==> config.mk <==
export PLATFORM = sky130hd
export DESIGN_NAME = cntr_n
export DESIGN_NICKNAME = d
export VERILOG_FILES = /design/src/rtl/cntr_n.sv
export SDC_FILE = /design/constraint.sdc
export NUM_CORES = 1
export LEC_CHECK = 0
export CORE_UTILIZATION = 48
export CTS_BUF_LIST = sky130_fd_sc_hd__clkbuf_8 sky130_fd_sc_hd__clkbuf_16
export CTS_CLUSTER_DIAMETER = 200
export DETAILED_ROUTE_END_ITERATION = 8
export PLACE_DENSITY = 0.84
export SLEW_MARGIN = 20
export SYNTH_ARGS = -nofsm -noshare
export SYNTH_HDL_FRONTEND = slang
export SYNTH_SLANG_ARGS = --single-unit
export TNS_END_PERCENT = 30
==> constraint.sdc <==
create_clock -name clk -period 3.6 [get_ports clk]
set_clock_uncertainty 0.05 [all_clocks]
set_input_delay 0.54 -clock clk [delete_from_list [all_inputs] [get_ports clk]]
set_output_delay 0.54 -clock clk [all_outputs]
set_load 0.005 [all_outputs]
==> src/rtl/cntr_n.sv <==
// Loadable up/down counter with double-step history, programmable bound
// and wrap or saturate at the range edges.
module cntr_n #(
  parameter int WIDTH   = 8,
  parameter int MAX_VAL = 2**WIDTH-1,
  parameter bit SAT     = 1'b0
) (
  input  logic             clk,
  input  logic             reset,
  input  logic             en,
  input  logic             load,
  input  logic             inc,
  input  logic [WIDTH-1:0] d_in,
  output logic [WIDTH-1:0] d_out,
  output logic [2:0]       o_state,
  output logic             tc
);

  typedef enum logic [2:0] {
    IDLE = 3'b000,
    LOAD = 3'b001,
    INC  = 3'b010,
    INC2 = 3'b011,
    DEC  = 3'b100,
    DEC2 = 3'b101
  } state_t;

  localparam int RW = WIDTH + 2;

  localparam logic signed [RW-1:0] MAXS  = RW'(MAX_VAL);
  localparam logic signed [RW-1:0] MAXP1 = RW'(MAX_VAL + 1);
  localparam logic signed [RW-1:0] P1    = RW'(1);
  localparam logic signed [RW-1:0] P2    = RW'(2);
  localparam logic signed [RW-1:0] M1    = -P1;
  localparam logic signed [RW-1:0] M2    = -P2;

  state_t                 nxt;
  logic signed [RW-1:0]   step;
  logic signed [RW-1:0]   cur;
  logic signed [RW-1:0]   ld;
  logic signed [RW-1:0]   r;
  logic signed [RW-1:0]   r_adj;
  logic [WIDTH-1:0]       cnt_d;
  logic                   tc_d;

  // Only a run of same-direction steps promotes to the double step;
  // unreachable codes fall into the single-step arm like IDLE.
  always_comb begin
    nxt = IDLE;
    unique case (1'b1)
      load:
        nxt = LOAD;
      !load && inc:
        nxt = (o_state == INC || o_state == INC2)
            ? INC2 : INC;
      !load && !inc:
        nxt = (o_state == DEC || o_state == DEC2)
            ? DEC2 : DEC;
    endcase
  end

  always_comb begin
    step = '0;
    unique case (nxt)
      INC:     step = P1;
      INC2:    step = P2;
      DEC:     step = M1;
      DEC2:    step = M2;
      default: step = '0;
    endcase
  end

  assign cur = signed'({2'b00, d_out});
  assign ld  = signed'({2'b00, d_in});
  assign r   = cur + step;

  // Loads clamp silently; only stepping out of range raises tc.
  always_comb begin
    r_adj = r;
    tc_d  = 1'b0;
    if (nxt == LOAD) begin
      r_adj = (ld > MAXS) ? MAXS : ld;
    end else if (r > MAXS) begin
      r_adj = SAT ? MAXS : r - MAXP1;
      tc_d  = 1'b1;
    end else if (r < 0) begin
      r_adj = SAT ? '0 : r + MAXP1;
      tc_d  = 1'b1;
    end
  end

  assign cnt_d = r_adj[WIDTH-1:0];

  always_ff @(posedge clk) begin
    if (reset) begin
      o_state <= IDLE;
      d_out   <= '0;
      tc      <= 1'b0;
    end else if (en) begin
      o_state <= nxt;
      d_out   <= cnt_d;
      tc      <= tc_d;
    end
  end

endmodule

==> flow_summary.toml <==
[placed_design]
postPlaceCellArea_sq_um = 1250
port_buffers = 24
dp_hpwl_um = 1830
routabilityCongestion = 0.824

[logic_synthesis]
synth-seq-area-share = 0.245
yosys_warnings = 0
syn_area_per_cell_sq_um = 8.59
synth_area_leader_cell = "dfxtp_1"
synth.area.top_cells = "dfxtp_1, ha_1, a21oi_1"
synthDistinctLibCells = 45
synth-async-reset-ratio = 0
ys_ff_latch = 12
synth_commonest_cells = "dfxtp_1, ha_1, a21oi_1"
synth_top_area_share = 0.245
synth_enable_flop_cells = 0
syn_nets = 139
syn-cell-area_sq_um = 980
yosys_most_used_dff = "dfxtp_1"
netlist_instances = 114
yosys.cell_count.top_type = "dfxtp_1"

[critical_path]
r2r_cells = 10
worstPathRequired_ns = 3.67
crit_start = "load"
worst_r2r_endpoint = "tc"
end_kind = "flop"
worstSetupPathType = "in -> reg"
r2r_setup_slack_ns = 0.80
crit_fanout = 6
startpoint_type = "input pin"
r2r-start = "o_state[2]"
critPathArrivalTime_ns = 3.42

[cells_and_area]
nets = 166
synthToLayoutAreaGrowth_pct = 31.9
finalInstanceArea_sq_um = 1290
antenna_cells = 0
drive_gt1_frac = 0.0935

[sta]
rsz0062_at_grt = "false"
relSlewSlack = 0.471
slew_viol_final = 0
period_share = 0.929
hold_viol = 0
max_freq_mhz = 299
setup_viol = 0
worstMarginPinSlew_ns = 0.792
fin_crit_ns = 3.34
fin_tns_setup_ns = 0

[clock_tree]
h-tree-depth = 1
cts_made_buffers = 3
cts_setup_buffers = 0
cts.clk_slew.worst_paths_ns = 0.05
holdBufCountCts = 0
cts.repair.resized = 0
numClockSinks = 12
cts_tree = "yes"
cts_buffer_depth = 2
clockRootBuffer = "clkbuf_8"
clock_latency_ns = 0.24

[grt]
grt_antenna_before_repair = 0
grt_usage = 0.259
overflow = 0
grtUsageMet1 = 0.293
grt_max_degree = 23
grt_pass1_wl_um = 3990
grt_util_met3 = 0.0500
grt.busiest_layer = "met2"
met2_usage = 0.436
grt_pass1_vias = 987

[detailed_routing]
ant_nets = 0
drc = 0
detail_route.wl_per_cell_um = 14.9
first_pass_iters = 4
vias = 984
drt-initial-drc-count = 19
routed_wirelength_um = 2450
viasPerCell = 6.00

[floorplanning]
rows = 15
die_y_um = 47.2
die_area_sq_um = 2230
io_pins = 25
initial_core_util = 0.538
die_w_um = 47.2
core_sq_um = 1820

[run]
drv_cap = 0

[power_and_ir_drop]
power.density_nw_per_um2 = 316
vdd_ir_drop_max_v = 0.000249
leakage_nw = 0.570

[worst_hold_path]
hp-class = "reg -> reg"
whs_endpoint = "d_out[5]"
holdPathStages = 2
min_from = "d_out[5]"

[outcome]
outcome = "completed"
per-stage QoR:
| stage | power, mW | hold slack (ns) | util | setup slack [ns] | std cells |
|---|---|---|---|---|---|
| after CTS | 0.410 | 0.463 | 0.710 | 0.270 | 164 |
| after detailed placement | 0.286 | 0.454 | 0.687 | 0.0249 | 161 |
| after global routing | 0.430 | 0.478 | 0.710 | 0.187 | 164 |
| final | 0.408 | 0.460 | 0.710 | 0.257 | 164 |
| after floorplan | 0.233 | 0.428 | - | 0.627 | 114 |
| after global placement | 0.281 | 0.424 | 0.687 | 0.113 | 161 |
critical path, stage by stage:
cell	delay (ns)
clkdlybuf4s50_1	0.48
or2_2	0.32
ha_1	0.28
nor4b_1	0.24
ha_1	0.24
fa_1	0.23
nand3_2	0.09
and2_4	0.17
o41a_1	0.39
a2111oi_2	0.33
nor3b_1	0.09
logic make-up after synthesis:
| kind of cell | synth area share |
|---|---|
| simple gates | 0.220 |
| xor+xnor | 0.0268 |
| compound gates | 0.272 |
| fa+ha+maj | 0.161 |
| buf+inv | 0.0345 |
| flops | 0.245 |
| mux | 0.0409 |
power by group:
group / internal (mW) / total (mW) / switching (mW)
sequential: 0.143 / 0.151 / 0.00796
clock: 0.0739 / 0.124 / 0.0504
combinational: 0.0695 / 0.133 / 0.0638
layer usage:
| layer | share of wire | up-vias |
|---|---|---|
| met5 | 0 | - |
| met4 | 0.033 | 0 |
| met3 | 0.042 | 9 |
| met2 | 0.49 | 34 |
| met1 | 0.44 | 461 |
| li1 | - | 480 |
flip-flops by register name (all words and copies together) (netlist names):
register and cells:
d_out 8, o_state 3, tc 1
worst max-delay path by stage:
stage                     to  depth (start not counted)  slack [ns]
after floorplan           tc                         10        0.63
after global placement    tc                         11        0.11
after detailed placement  tc                         11        0.02
after CTS                 tc                         11        0.27
after global routing      tc                         11        0.19
final                     tc                         11        0.26
cell type report:
| type | count | area [sq um] |
|---|---|---|
| Fill cell | 151 | 528 |
| Clock buffer | 3 | 41.3 |
| Multi-Input combinational cell | 93 | 706 |
| Tap cell | 25 | 31.3 |
| Sequential cell | 12 | 240 |
| Inverter | 5 | 18.8 |
| Timing Repair Buffer | 26 | 255 |
placed cells by master (no fill, tap or decap), types with 2 or more instances in the layout:
| cell | instances |
|---|---|
| nor2_1 | 8 |
| mux2i_1 | 4 |
| a21o_2 | 2 |
| nor2b_1 | 2 |
| nand2b_1 | 2 |
| nand2_1 | 5 |
| nand3b_1 | 2 |
| a21o_1 | 4 |
| inv_1 | 5 |
| buf_4 | 2 |
| clkbuf_8 | 3 |
| o211ai_1 | 2 |
| a211oi_1 | 4 |
| a21oi_1 | 10 |
| dfxtp_1 | 12 |
| clkdlybuf4s50_1 | 24 |
| xor2_1 | 2 |
| nand3_1 | 3 |
| nor3_1 | 2 |
| o21ai_0 | 3 |
| o211a_1 | 2 |
| nand4_1 | 2 |
| ha_1 | 11 |
No activity file was read; power rests on OpenSTA's default activity.
